## config.mk

```make
export PLATFORM = sky130hd
export DESIGN_NAME = serial_compare_ctrl
export DESIGN_NICKNAME = d
export VERILOG_FILES = /design/src/rtl/serial_compare_ctrl.sv
export SDC_FILE = /design/constraint.sdc
export NUM_CORES = 1
export LEC_CHECK = 0
export ABC_AREA = 1
export ABC_CLOCK_PERIOD_IN_PS = 1900
export CAP_MARGIN = 10
export CORE_ASPECT_RATIO = 1.2
export CORE_MARGIN = 2
export CORE_UTILIZATION = 47
export CTS_BUF_LIST = sky130_fd_sc_hd__clkbuf_8
export DETAILED_ROUTE_END_ITERATION = 8
export PLACE_DENSITY_LB_ADDON = 0.3
export SYNTH_ARGS = -nofsm -noshare
export SYNTH_HDL_FRONTEND = slang
export SYNTH_SLANG_ARGS = --single-unit
```

## constraint.sdc

```tcl
create_clock -name clk -period 1.9 [get_ports clk]
set_input_delay 0.285 -clock clk [delete_from_list [all_inputs] [get_ports clk]]
set_output_delay 0.285 -clock clk [all_outputs]
set_load 0.02 [all_outputs]
```

## src/rtl/serial_compare_ctrl.sv

```systemverilog
// Serial magnitude comparator: walks one 2-bit digit per cycle, MSB first,
// reusing a single digit slice for operands of width 2N.
module serial_compare_ctrl #(
  parameter int N          = 4,
  parameter bit EARLY_EXIT = 1'b1,
  parameter int SW         = $clog2(N) + 1
) (
  input  logic          clk,
  input  logic          rst_n,
  input  logic          start,
  input  logic [2*N-1:0] X,
  input  logic [2*N-1:0] Y,
  input  logic          negselect,
  output logic          busy,
  output logic          done,
  output logic          lout,
  output logic          gout,
  output logic          eout,
  output logic [SW-1:0] steps
);

  localparam int W  = 2 * N;
  localparam int IW = (N > 1) ? $clog2(N) : 1;

  typedef enum logic {IDLE, SCAN} state_t;

  state_t          state_reg, state_next;
  logic [W-1:0]    x_reg, x_next;
  logic [W-1:0]    y_reg, y_next;
  logic            neg_reg, neg_next;
  logic [IW-1:0]   idx_reg, idx_next;
  logic            lout_reg, lout_next;
  logic            gout_reg, gout_next;
  logic            eout_reg, eout_next;
  logic [SW-1:0]   steps_reg, steps_next;
  logic            done_reg, done_next;

  logic [1:0]      xdig [N];
  logic [1:0]      ydig [N];
  logic [1:0]      xd, yd;
  logic            sign_split;
  logic            dec_lt, dec_gt;

  generate
    for (genvar gi = 0; gi < N; gi++) begin : g_digit
      assign xdig[gi] = x_reg[2*gi+1:2*gi];
      assign ydig[gi] = y_reg[2*gi+1:2*gi];
    end
  endgenerate

  assign xd = xdig[idx_reg];
  assign yd = ydig[idx_reg];

  // On the top digit of a signed compare, differing signs settle it outright.
  assign sign_split = neg_reg && (idx_reg == IW'(N - 1)) && (x_reg[W-1] != y_reg[W-1]);

  always_comb begin
    state_next = state_reg;
    x_next     = x_reg;
    y_next     = y_reg;
    neg_next   = neg_reg;
    idx_next   = idx_reg;
    lout_next  = lout_reg;
    gout_next  = gout_reg;
    eout_next  = eout_reg;
    steps_next = steps_reg;
    done_next  = 1'b0;
    dec_lt     = 1'b0;
    dec_gt     = 1'b0;

    case (state_reg)
      IDLE: begin
        if (start) begin
          x_next     = X;
          y_next     = Y;
          neg_next   = negselect;
          idx_next   = IW'(N - 1);
          lout_next  = 1'b0;
          gout_next  = 1'b0;
          eout_next  = 1'b0;
          steps_next = '0;
          state_next = SCAN;
        end
      end
      SCAN: begin
        steps_next = steps_reg + SW'(1);
        // A decided result is frozen; later digits only consume cycles.
        if (!(lout_reg || gout_reg)) begin
          if (sign_split) begin
            dec_lt = x_reg[W-1];
            dec_gt = y_reg[W-1];
          end else begin
            dec_lt = (xd < yd);
            dec_gt = (xd > yd);
          end
        end
        lout_next = lout_reg | dec_lt;
        gout_next = gout_reg | dec_gt;
        if ((EARLY_EXIT && (dec_lt || dec_gt)) || (idx_reg == '0)) begin
          eout_next  = !(lout_next || gout_next);
          done_next  = 1'b1;
          state_next = IDLE;
        end else begin
          idx_next = idx_reg - IW'(1);
        end
      end
      default: state_next = IDLE;
    endcase
  end

  always_ff @(posedge clk) begin
    if (!rst_n) begin
      state_reg <= IDLE;
      x_reg     <= '0;
      y_reg     <= '0;
      neg_reg   <= 1'b0;
      idx_reg   <= '0;
      lout_reg  <= 1'b0;
      gout_reg  <= 1'b0;
      eout_reg  <= 1'b0;
      steps_reg <= '0;
      done_reg  <= 1'b0;
    end else begin
      state_reg <= state_next;
      x_reg     <= x_next;
      y_reg     <= y_next;
      neg_reg   <= neg_next;
      idx_reg   <= idx_next;
      lout_reg  <= lout_next;
      gout_reg  <= gout_next;
      eout_reg  <= eout_next;
      steps_reg <= steps_next;
      done_reg  <= done_next;
    end
  end

  assign busy  = (state_reg == SCAN);
  assign done  = done_reg;
  assign lout  = lout_reg;
  assign gout  = gout_reg;
  assign eout  = eout_reg;
  assign steps = steps_reg;

endmodule
```

After elaboration in Yosys (flattened, before gate mapping)
Cells that the tools add are included.
- register bits: 27
- bits in latches: 0
- memory bits (writable): 0
- bits in read-only memories: 0
- bits of input ports: 20
- output and inout port bits: 8
- word-level logic and storage cells: 62
- memories: 0
- $add $sub $neg: 2
- multiply operators: 0
- divide/modulo/power cells: 0
- magnitude comparators: 3
- equality and inequality tests: 5
- shift operators: 0
- muxes and demuxes: 26
- bitwise logic cells: 4
- reductions and logical operators: 12
- operators with widths (kind ; number):
    $mux 2 ; 6
    $mux 1 ; 11
    $bmux 2 s2 ; 2
    $pmux 1 s2 ; 4
    $reduce_and 2->1 ; 4
    $pmux 3 s2 ; 1
    $logic_or 1x1->1 ; 4
    $ne 2x2->1 const B ; 2
    $pmux 2 s2 ; 1
    $add 3x1->3 const B ; 1
    $ge 3x3->1 const B ; 1
    $mux 3 ; 1
    $not 2->3 ; 1
    $eq 2x2->1 const B ; 1
    $gt 2x2->1 ; 1
    $logic_and 1x1->1 ; 2
    $logic_not 2->1 ; 1
    $lt 2x2->1 ; 1
    $ne 2x1->1 const B ; 1
    $or 1x1->1 ; 2
    $sub 2x1->2 const B ; 1
    $logic_not 1->1 ; 1
    $ne 1x1->1 ; 1
    $not 1->1 ; 1

Longest topological paths before layout
Gate-level depths: netlist of run 1.
- depth after elaboration: 13
- gate-level depth with buffers: 16
- depth with buffers taken out: 15

Worst setup path after synthesis of run 1
No wires, ideal clock.
- path type: reg-to-reg
- from: reg idx_reg[0]
- to: reg idx_reg[1]
- setup time: 0.112 ns
- data arrival time: 1.799 ns
- data required time: 1.788 ns
- path slack: -0.010 ns
- stages on the path, launching flop included: 17
- buffers on the path: 1
- cells stage by stage: dfxtp_1 -> buf_4 -> clkinv_1 -> o21ai_0 -> nor2_1 -> a21oi_1 -> ha_1 -> nand2_1 -> nand2_1 -> nand2_1 -> nand2_1 -> nand2_2 -> nand2_2 -> nor2_2 -> nand3_1 -> nand2_1 -> nor2_1
- word-level cells in the longest chain between the ends: 12
- ends and longest elaborated chain (what ; RTL line ; RTL):
    from (decl) ; 31 ; logic [IW-1:0] idx_reg, idx_next;
    from (signal assigned) ; 128 ; idx_reg <= idx_next;
    $not 2->3 (not written as such) ; 51, 52 ;
    $bmux 2 s2 (on tied branches) ; 51, 52 ;
    $mux 2 (on tied branches) (2 in a row) ; 51, 52 ;
    $lt 2x2->1 / $gt 2x2->1 (equally long branches) ; 93, 94 ;
    $mux 1 ; 89 ; if (sign_split) begin
    $mux 1 ; 88 ; if (!(lout_reg || gout_reg)) begin
    $mux 1 ; 71 ; case (state_reg)
    $logic_or 1x1->1 (2 in a row) ; 99 ; if ((EARLY_EXIT && (dec_lt || dec_gt)) || (idx_reg == '0)) begin
    $ne 2x2->1 (no line) ; - ;
    $reduce_and 2->1 (no line) ; - ;
Several ways; a longest one is shown, not always the timed one. The select of a mux whose other input is x is not followed.
A chain may end at the register's enable or synchronous reset.

Final worst setup path of run 1
Ends and elaborated chain as after synthesis.

==> impl_summary.txt, run 1 <==
----------------------------------------------------
[Floorplanning]
  Initial core utilization ... 0.501
  I/O pin count ... 28
  Cell Rows ... 20
  Die width ... 51.6 µm
  Die height ... slightly above 60 µm
  Die area ... 0.00316 mm²
  Core Area ... 0.00255 mm²

[Synthesis]
  Netlist area before placement ... 0.00128 mm²
  Total nets after synthesis ... 203
  Top cells by area in the synthesized netlist ... sky130_fd_sc_hd__dfxtp_1 42%, sky130_fd_sc_hd__nor2_1 13%, sky130_fd_sc_hd__o21ai_0 10%
  Count of unique library cells instantiated by Yosys ... 23
  Fraction of registers with async set/reset ... 0
  Average cell area after synthesis ... ~7.2 µm²
  Register bit count reported by yosys ... 27
  Largest area contributor in the netlist ... sky130_fd_sc_hd__dfxtp_1
  Synth top area share ... 0.422
  EDFF count, synth ... 0
  Syn Inst Count ... 178
  Most frequent cells after synthesis ... 45 x sky130_fd_sc_hd__nor2_1, 27 x sky130_fd_sc_hd__dfxtp_1, 26 x sky130_fd_sc_hd__o21ai_0
  Yosys warnings ... 0
  Part of the Yosys area used for sequential elements ... 0.422
  Cell with the most instances after synthesis ... sky130_fd_sc_hd__nor2_1
  Dominant synthesized flop cell ... sky130_fd_sc_hd__dfxtp_1

[STA]
  Worst hold slack across all endpoints ... 0.477 ns
  Final Hold Fails ... 0
  Min Clock Period, post-route ... approximately 1.8 ns
  Worst slew pin tran ... around 0.23 ns
  Count of final max-slew check failures ... 0
  Worst-case headroom to the max-slew limit ... 0.845
  Maximum clock skew at final layout ... a little over 0.007 ns
  Setup repair after global routing missed its margin ... true
  Highest Clock Rate ... ~0.55 GHz
  Portion of the clock cycle consumed by the worst path in the final layout ... 0.952
  Final number of setup-violating endpoints ... 0

[Place]
  Final GP Congestion ... 0.832
  Count of buffers from port buffering ... 27
  HPWL after detailed placement ... 2.02 mm

[Power]
  Reported leakage power ... between 0.0007 and 0.0008 µW
  Power Total ... about 1500 µW
  Total power divided by cell area ... 875 mW/mm²
  Worst VDD drop ... 0.000634 V

[Clock tree]
  Skew-Pair Late Insertion Delay ... 0.27 ns
  Clock tree root driver cell ... sky130_fd_sc_hd__clkbuf_8
  Quantity of hold-fixing buffers added after cts ... 0
  Cts bufs inserted ... 3
  H-tree levels ... 1
  Clock transition at the registers of the reported paths ... 0.09 ns
  Max clock buf depth ... 2
  Clk sink count ... 27
  Clock tree from TritonCTS ... built

[Routing]
  Detailed-route wire length per cell ... between 10 and 15 µm
  Total DRC errors in the routed layout ... 0
  Via density ... roughly 5
  Detailed-router iteration count before antenna repair ... 4
  Routed Wire Length ... 2.83 mm
  Via count of the routed design ... approximately 1200
  Remaining number of nets flagged by the antenna check after routing ... 0
  Detailed Route Iter0 Violations ... 22

[Global route]
  Wire length of the first global-routing pass ... 4.85 mm
  Initial antenna violation count ... 0
  Via count of the first global-routing pass ... between 1000 and 1500
  Largest net degree at the start of global routing ... 24
  Global Route Usage Sum ... 0.203
  Remaining Overflow, GRT ... 0

[Cells and area]
  Ratio of cells with drive above 1 in the final layout ... 0.171
  Net count, final ... 236
  # diodes ... 0
  Synthesis-to-layout area growth ... 33.8%

[Min path]
  Min-Delay Startpoint ... steps[2]$_SDFFE_PN0P_
  Number of stages on the worst hold path ... 2
  Worst min-delay path category ... reg2reg

[Worst setup path]
  Critical path capture point type ... flip-flop
  Launch point of the worst path ... idx_reg[0]$_SDFFE_PN0P_
  Critical Path RT ... 2.07 ns
  Number of cell instances on the worst register-to-register path ... 13
  Launching element type of the critical path ... flip-flop
  Category of the critical setup timing path ... reg2reg
  Launch point of the worst reg-to-reg path ... idx_reg[0]$_SDFFE_PN0P_
  Biggest fanout along the worst timing path ... 5
  Data arrival time at the worst-slack endpoint ... a little under 2 ns

[Run]
  Number of max-capacitance violations reported ... 0

[Run status]
  Status ... complete, no violations

----------------------------------------------------
layout make-up:
class | count | area (µm²)
Fill cell | 233 | 840
Multi-Input combinational cell | 127 | 673
Tap cell | 33 | 41.3
Inverter | 17 | 68.8
Clock inverter | 1 | 5.00
Timing Repair Buffer | 35 | 334
Clock buffer | 3 | 41.3
Sequential cell | 27 | 549
cells in the final DEF, fill, tap and decap left out:
cell | netlist | routed
sky130_fd_sc_hd__a21oi_1 | 8 | 7
sky130_fd_sc_hd__a21oi_2 | 0 | 1
sky130_fd_sc_hd__a32o_1 | 1 | 1
sky130_fd_sc_hd__buf_4 | 2 | 7
sky130_fd_sc_hd__buf_6 | 1 | 1
sky130_fd_sc_hd__clkbuf_8 | 0 | 3
sky130_fd_sc_hd__clkdlybuf4s50_1 | 0 | 27
sky130_fd_sc_hd__clkinv_2 | 0 | 1
sky130_fd_sc_hd__dfxtp_1 | 27 | 24
sky130_fd_sc_hd__dfxtp_2 | 0 | 1
sky130_fd_sc_hd__dfxtp_4 | 0 | 2
sky130_fd_sc_hd__ha_1 | 5 | 4
sky130_fd_sc_hd__ha_2 | 0 | 1
sky130_fd_sc_hd__inv_1 | 14 | 13
sky130_fd_sc_hd__inv_2 | 2 | 2
sky130_fd_sc_hd__inv_4 | 0 | 2
sky130_fd_sc_hd__nand2_1 | 22 | 21
sky130_fd_sc_hd__nand2_2 | 4 | 5
sky130_fd_sc_hd__nand3_1 | 5 | 5
sky130_fd_sc_hd__nand3_2 | 1 | 1
sky130_fd_sc_hd__nand4_1 | 3 | 3
sky130_fd_sc_hd__nor2_1 | 45 | 41
sky130_fd_sc_hd__nor2_2 | 1 | 3
sky130_fd_sc_hd__nor2_4 | 0 | 2
sky130_fd_sc_hd__nor2_8 | 1 | 1
sky130_fd_sc_hd__nor3_2 | 0 | 1
sky130_fd_sc_hd__o21a_1 | 2 | 2
sky130_fd_sc_hd__o21ai_0 | 26 | 22
sky130_fd_sc_hd__o21ai_1 | 0 | 2
sky130_fd_sc_hd__o21ai_2 | 0 | 2
sky130_fd_sc_hd__o22ai_1 | 2 | 2
through the flow:
stage	TNS, ns	instances	util	instance area, µm²	setup slack, ns
after floorplan	0	178	-	1280	0.0809
after global placement	0	236	0.622	1590	0.0847
after detailed placement	0	236	0.622	1590	0.0179
after CTS	0	240	0.640	1630	0.00841
after global routing	-0.243	243	0.671	1710	-0.0892
final	0	243	0.671	1710	0.0921
worst max-delay path: stages, from the launching register on:
cell and delay, ns:
sky130_fd_sc_hd__dfxtp_4 0.38, sky130_fd_sc_hd__buf_6 0.13, sky130_fd_sc_hd__nand2_1 0.05, sky130_fd_sc_hd__a32o_1 0.24, sky130_fd_sc_hd__ha_2 0.31, sky130_fd_sc_hd__nand2_1 0.05
sky130_fd_sc_hd__nand2_1 0.05, sky130_fd_sc_hd__nand2_1 0.06, sky130_fd_sc_hd__nand2_2 0.09, sky130_fd_sc_hd__nand2_2 0.09, sky130_fd_sc_hd__nor2_4 0.09, sky130_fd_sc_hd__nand3_1 0.07
sky130_fd_sc_hd__nand2_1 0.06, sky130_fd_sc_hd__nor2_1 0.04
repair_timing:
action                     4_1_cts  5_1_grt
gates resized for setup          0       27
buffers inserted                 0        2
hold endpoints to repair         0        0
setup endpoints to repair        0        6
cell families (layout without fill, tap and decap cells):
logic type,Yosys count,in the layout,synth area share
flip-flops,27,27,0.422
AO/OA/AOI/OAI,39,39,0.162
AND/OR/NAND/NOR,83,83,0.282
buffers and inverters,24,56,0.0841
adder cells (fa/ha/maj),5,5,0.0489
worst paths after layout:
path	endpoint	slack, ns
setup / recovery	idx_reg[1]$_SDFFE_PN0P_	0.09
hold / removal	steps[2]$_SDFFE_PN0P_	0.48
setup reg to reg	idx_reg[1]$_SDFFE_PN0P_	0.09
hold reg to reg	steps[2]$_SDFFE_PN0P_	0.48
layer usage:
| layer | track usage | wire length (µm) | up-vias |
|---|---|---|---|
| met2 | 0.396 | 1480 | 24 |
| met5 | 0 | 0 | - |
| met3 | 0.0218 | 75 | 7 |
| met4 | 0.0789 | 67 | 0 |
| li1 | - | - | 636 |
| met1 | 0.224 | 1210 | 551 |
where the power goes:
| part | switching (µW) | leakage (µW) | internal, µW |
|---|---|---|---|
| Sequential | 47.1 | 0.000224 | 621 |
| Clock | 178 | 0.0000255 | 147 |
| Combinational | 278 | 0.000504 | 227 |
| Total | 504 | 0.000754 | 995 |
Note: power is estimated with default switching activity, not from simulation.
==> run 2, diff against run 1 <==
CORE_MARGIN = 8   (was 2)
==> run 2 against run 1 <==
Net effect: sequential cell count is the same; first-iteration DRC count is 130% higher; cell area fell by 1.5%; die area rose by 47%; critical path depth increased by 1; clock power fell by 2%; hold slack lost 0.0018 ns; utilization down 0.98 points; largest cell class unchanged; register-to-register slack got worse by 0.02 ns; fmax decreased by 1.3%.
==> impl_summary.txt, run 2 (synthesized netlist as in run 1, its figures left out) <==
----------------------------------------------------
[STA]
  Min Clock Period, post-route ... 1.83 ns
  Final number of setup-violating endpoints ... 0
  Worst slew pin tran ... around 0.4 ns
  Final Hold Fails ... 0
  Worst-case headroom to the max-slew limit ... 0.729
  Worst hold slack across all endpoints ... 0.475 ns
  Maximum clock skew at final layout ... between 0.003 and 0.004 ns
  Post-Route Setup TNS ... 0 ns
  Count of final max-slew check failures ... 0
  Highest Clock Rate ... roughly 0.55 GHz
  Portion of the clock cycle consumed by the worst path in the final layout ... 0.964
  Setup repair after global routing missed its margin ... true

[Global route]
  Largest net degree at the start of global routing ... 24
  Wire length of the first global-routing pass ... 5.15 mm
  Via count of the first global-routing pass ... 1232
  Remaining Overflow, GRT ... 0
  Global Route Usage Sum ... 0.135
  Initial antenna violation count ... 0

[Min path]
  Min-Delay Startpoint ... steps[2]$_SDFFE_PN0P_
  Worst min-delay path category ... reg2reg
  Number of stages on the worst hold path ... 2
  Hold Crit Endpoint ... steps[2]$_SDFFE_PN0P_

[Place]
  Count of buffers from port buffering ... 27
  Number of placed cells counting well taps ... 236
  HPWL after detailed placement ... 2.16 mm
  DP Area ... 0.00159 mm²
  Final GP Congestion ... 0.851

[Power]
  Worst VDD drop ... roughly 0.00048 V
  Total power divided by cell area ... 871 mW/mm²
  Reported leakage power ... 0.000752 µW

[Routing]
  Routed Wire Length ... 3.02 mm
  Detailed-route wire length per cell ... 12.5 µm
  Via density ... 5.10
  Detailed Route Iter0 Violations ... 50
  Detailed-router iteration count before antenna repair ... 4
  Via count of the routed design ... roughly 1200
  Total DRC errors in the routed layout ... 0
  Remaining number of nets flagged by the antenna check after routing ... 0

[Worst setup path]
  Category of the critical setup timing path ... reg2reg
  Data arrival time at the worst-slack endpoint ... 2.00 ns
  Launch point of the worst reg-to-reg path ... idx_reg[0]$_SDFFE_PN0P_
  Critical path capture point type ... flip-flop
  Launching element type of the critical path ... flip-flop
  Critical Path RT ... approximately 2.1 ns
  Number of cell instances on the worst register-to-register path ... 14
  Endpoint of the worst register-to-register path ... idx_reg[1]$_SDFFE_PN0P_
  Biggest fanout along the worst timing path ... 5
  Flop-to-flop setup slack ... 0.07 ns

[Clock tree]
  H-tree levels ... 1
  Quantity of hold-fixing buffers added after cts ... 0
  Clock tree root driver cell ... sky130_fd_sc_hd__clkbuf_8
  Max clock buf depth ... 2
  Clk sink count ... 27
  Clock tree from TritonCTS ... built
  Cts bufs inserted ... 3
  Clock transition at the registers of the reported paths ... roughly 0.080 ns
  Skew-Pair Late Insertion Delay ... approximately 0.27 ns

[Run status]
  Status ... complete, no violations

[Floorplanning]
  Core Area ... between 0.002 and 0.003 mm²
  Cell Rows ... 20
  I/O pin count ... 28
  Die width ... between 60 and 70 µm
  Die height ... around 73 µm
  Initial core utilization ... 0.501
  Die area ... between 0.004 and 0.005 mm²

[Cells and area]
  Synthesis-to-layout area growth ... 31.9%
  Net count, final ... 235
  Ratio of cells with drive above 1 in the final layout ... 0.139
  # diodes ... 0
  Register Area ... roughly 550 µm²
  Final design area excluding fillers ... 0.00169 mm²
  Most used cells in the layout excluding fill and tap cells ... 44 x sky130_fd_sc_hd__nor2_1, 27 x sky130_fd_sc_hd__clkdlybuf4s50_1, 24 x sky130_fd_sc_hd__dfxtp_1, 22 x sky130_fd_sc_hd__nand2_1, 22 x sky130_fd_sc_hd__o21ai_0
  Final non-filler cell total ... 242
  Footprint of the multi-input gates ... 654 µm²
  Final-layout fill cell count ... 247
  Most common cell after layout, fill and taps aside ... sky130_fd_sc_hd__nor2_1

[Run]
  Number of max-capacitance violations reported ... 0

----------------------------------------------------
run 2: changes by cell type in the layout (fill, tap and decap cells not counted), sizes merged:
cell,previous run,this run
buf,8,7
run 2: timing repair:
| action | in CTS | in global routing |
|---|---|---|
| setup endpoints to repair | 1 | 6 |
| cloned | 0 | 1 |
| buffers inserted | 0 | 1 |
| gates resized for setup | 1 | 18 |
| pin swaps | 0 | 12 |
run 2: layer usage:
layer	up-vias	GRT usage	wire [µm]
li1	637	-	-
met1	559	0.132	1220
met2	28	0.261	1590
met4	0	0.0645	81
met3	9	0.0323	126
met5	-	0	0
run 2: power by group:
group          switching [µW]  internal (µW)  total (µW)
sequential               45.7            621         667
combinational             265            220         485
clock                     171            147         318
total                     482            988        1470
run 2: cell type report:
cell class | instances | area share
Multi-Input combinational cell | 127 | 0.388
Timing Repair Buffer | 34 | 0.196
Clock buffer | 3 | 0.0245
Sequential cell | 27 | 0.325
Tap cell | 33 | 0.0245
Inverter | 17 | 0.0393
Clock inverter | 1 | 0.00297
run 2: worst max-delay path, stage by stage, from the launching register on:
cell and delay [ns]:
sky130_fd_sc_hd__dfxtp_4 0.38, sky130_fd_sc_hd__buf_6 0.12, sky130_fd_sc_hd__nand2_1 0.06, sky130_fd_sc_hd__a32o_1 0.26, sky130_fd_sc_hd__ha_1 0.20, sky130_fd_sc_hd__inv_1 0.05, sky130_fd_sc_hd__nand2_1 0.04, sky130_fd_sc_hd__nand2_1 0.07
sky130_fd_sc_hd__nand2_1 0.05, sky130_fd_sc_hd__nand2_1 0.06, sky130_fd_sc_hd__nand2_2 0.07, sky130_fd_sc_hd__nand4_1 0.10, sky130_fd_sc_hd__nand2_1 0.09, sky130_fd_sc_hd__nor2_1 0.13, sky130_fd_sc_hd__nor2_1 0.06
run 2: worst max path at each step:
| stage | from | end | slack [ns] | depth (start not counted) |
|---|---|---|---|---|
| global placement | idx_reg[1]$_SDFFE_PN0P_ | idx_reg[1]$_SDFFE_PN0P_ | 0.10 | 15 |
| CTS | idx_reg[0]$_SDFFE_PN0P_ | idx_reg[1]$_SDFFE_PN0P_ | 0.0009 | 13 |
| detailed placement | idx_reg[1]$_SDFFE_PN0P_ | idx_reg[0]$_SDFFE_PN0P_ | 0.04 | 15 |
| floorplan | idx_reg[0]$_SDFFE_PN0P_ | idx_reg[1]$_SDFFE_PN0P_ | 0.08 | 16 |
| finish | idx_reg[0]$_SDFFE_PN0P_ | idx_reg[1]$_SDFFE_PN0P_ | 0.07 | 14 |
| global route | idx_reg[0]$_SDFFE_PN0P_ | idx_reg[1]$_SDFFE_PN0P_ | -0.1 | 14 |
run 2: stage by stage:
step                 util  setup WS, ns  power (µW)
floorplan               -        0.0809         972
global placement    0.622         0.104        1090
detailed placement  0.622        0.0420        1110
CTS                 0.640      0.000915        1420
global route        0.661       -0.0995        1570
finish              0.661        0.0677        1470
==> run 3, diff against run 2 <==
REMOVE_ABC_BUFFERS = 1   (was not set)
==> run 3 against run 2 <==
Net effect: die area did not move; clock skew increased by 0.0016 ns; highest routed layer unchanged; via count decreased by 0.57%; sequential cell count is the same; critical path type unchanged; cell area grew 2.3%; hold slack worse by 0.0035 ns; clock power is 2% lower; register-to-register slack got worse by 0.06 ns; power up 2.4%; final cell count increased by 1.7%; global-route usage shrank 1.6 points.
==> impl_summary.txt, run 3 (synthesized netlist as in run 1, its figures left out) <==
----------------------------------------------------
[Cells and area]
  Final-layout fill cell count ... 228
  Register Area ... 549 µm²
  Final non-filler cell total ... 246
  Synthesis-to-layout area growth ... 34.9%
  # diodes ... 0
  Most used cells in the layout excluding fill and tap cells ... 44 x sky130_fd_sc_hd__nor2_1, 27 x sky130_fd_sc_hd__clkdlybuf4s50_1, 24 x sky130_fd_sc_hd__dfxtp_1, 23 x sky130_fd_sc_hd__o21ai_0, 22 x sky130_fd_sc_hd__nand2_1
  Footprint of the multi-input gates ... approximately 660 µm²
  Final design area excluding fillers ... 0.00173 mm²
  Net count, final ... 239
  Ratio of cells with drive above 1 in the final layout ... 0.150
  Most common cell after layout, fill and taps aside ... sky130_fd_sc_hd__nor2_1
  Final core occ ... 0.676

[STA]
  Count of final max-slew check failures ... 0
  Highest Clock Rate ... 0.529 GHz
  Portion of the clock cycle consumed by the worst path in the final layout ... 0.995
  Worst-case headroom to the max-slew limit ... 0.825
  Maximum clock skew at final layout ... ~0.0054 ns
  Worst slew pin tran ... 0.261 ns
  Min Clock Period, post-route ... ~1.9 ns
  Final Hold Fails ... 0
  Final number of setup-violating endpoints ... 0
  Setup repair after global routing missed its margin ... true
  Worst hold slack across all endpoints ... 0.472 ns
  Post-Route Setup TNS ... 0 ns

[Run]
  Number of max-capacitance violations reported ... 0

[Routing]
  Detailed-router iteration count before antenna repair ... 4
  Detailed-route wire length per cell ... 11.9 µm
  Via density ... 4.98
  Detailed Route Iter0 Violations ... 57
  Remaining number of nets flagged by the antenna check after routing ... 0
  Total DRC errors in the routed layout ... 0
  Via count of the routed design ... around 1200
  Routed Wire Length ... 2.94 mm

[Floorplanning]
  Die area ... ~0.0047 mm²
  Initial core utilization ... 0.501
  I/O pin count ... 28
  Die width ... 63.6 µm
  Die height ... 73.2 µm
  Core Area ... 0.00255 mm²
  Cell Rows ... 20

[Global route]
  Initial antenna violation count ... 0
  Global Route Usage Sum ... 0.120
  Via count of the first global-routing pass ... around 1200
  Largest net degree at the start of global routing ... 24
  Remaining Overflow, GRT ... 0
  Wire length of the first global-routing pass ... 4.63 mm

[Clock tree]
  Clk sink count ... 27
  Clock tree from TritonCTS ... built
  Skew-Pair Late Insertion Delay ... 0.27 ns
  Clock transition at the registers of the reported paths ... 0.09 ns
  Clock tree root driver cell ... sky130_fd_sc_hd__clkbuf_8
  H-tree levels ... 1
  Max clock buf depth ... 2
  Cts bufs inserted ... 3

[Min path]
  Min-Delay Startpoint ... steps[2]$_SDFFE_PN0P_
  Worst min-delay path category ... reg2reg

[Power]
  Worst VDD drop ... roughly 0.00055 V
  Reported leakage power ... between 0.0007 and 0.0008 µW
  Total power divided by cell area ... roughly 870 mW/mm²

[Place]
  Number of placed cells counting well taps ... roughly 240
  Count of buffers from port buffering ... 27
  Final GP Congestion ... 0.839
  HPWL after detailed placement ... 2.06 mm
  DP Area ... roughly 0.0016 mm²

[Worst setup path]
  Flop-to-flop setup slack ... 0.009 ns
  Category of the critical setup timing path ... reg2reg
  Launch point of the worst reg-to-reg path ... idx_reg[0]$_SDFFE_PN0P_
  Data arrival time at the worst-slack endpoint ... 2.06 ns
  Biggest fanout along the worst timing path ... 4
  Critical Path RT ... 2.07 ns
  Critical path capture point type ... flip-flop
  Launch point of the worst path ... idx_reg[0]$_SDFFE_PN0P_
  Launching element type of the critical path ... flip-flop

[Run status]
  Status ... complete, no violations

----------------------------------------------------
## run 3: cell count changes in the layout (fill, tap and decap cells not counted), sizes merged
cell,delta
clkinv,-1
buf,+4
inv,+1
## run 3: critical path: stages, from the launching register on
cell                      delay (ns)
sky130_fd_sc_hd__dfxtp_4        0.38
sky130_fd_sc_hd__buf_2          0.15
sky130_fd_sc_hd__nand2_1        0.06
sky130_fd_sc_hd__a32o_1         0.24
sky130_fd_sc_hd__ha_1           0.27
sky130_fd_sc_hd__nand2_1        0.05
sky130_fd_sc_hd__nand2_1        0.06
sky130_fd_sc_hd__nand2_1        0.06
sky130_fd_sc_hd__nand2_2        0.10
sky130_fd_sc_hd__nand2_4        0.07
sky130_fd_sc_hd__nor2_4         0.12
sky130_fd_sc_hd__nand3_2        0.07
sky130_fd_sc_hd__nand2_1        0.09
sky130_fd_sc_hd__nor2_1         0.06
## run 3: power by group
part | total, µW | internal, µW | leakage (µW) | switching, µW
registers | 661 | 621 | 0.000224 | 40.0
logic | 533 | 239 | 0.000523 | 293
clock network | 311 | 145 | 0.0000269 | 166
## run 3: path summary, 6_finish.rpt
path	end	cells past startpoint
max	idx_reg[0]$_SDFFE_PN0P_	13
min	steps[2]$_SDFFE_PN0P_	2
max reg2reg	idx_reg[0]$_SDFFE_PN0P_	13
min reg2reg	steps[2]$_SDFFE_PN0P_	2
## run 3: cell type report
cell class,count,area share
flip-flops and latches,27,0.318
inverters,17,0.0399
well taps,33,0.0239
repair buffers,38,0.207
clock inverters,1,0.00217
clock buffers,3,0.0239
multi-input cells,127,0.385
## run 3: per-stage QoR
step | setup WS, ns | power [µW]
final | 0.00862 | 1500
after global routing | -0.127 | 1610
after CTS | 0.0233 | 1430
after detailed placement | -0.0175 | 1110
after global placement | 0.0275 | 1100
after floorplan | -0.0999 | 954
## run 3: per-layer routing
layer / track usage / part of all wire
met2: 0.218 / 0.51
met4: 0.0571 / 0.019
met5: 0 / 0
met1: 0.124 / 0.43
met3: 0.0323 / 0.039
## run 3: timing repair
action	in CTS	in global routing
pin swaps	0	14
gates resized for setup	1	20
hold buffers	0	0
setup endpoints to repair	4	6
cloned	0	1
buffers inserted	0	3
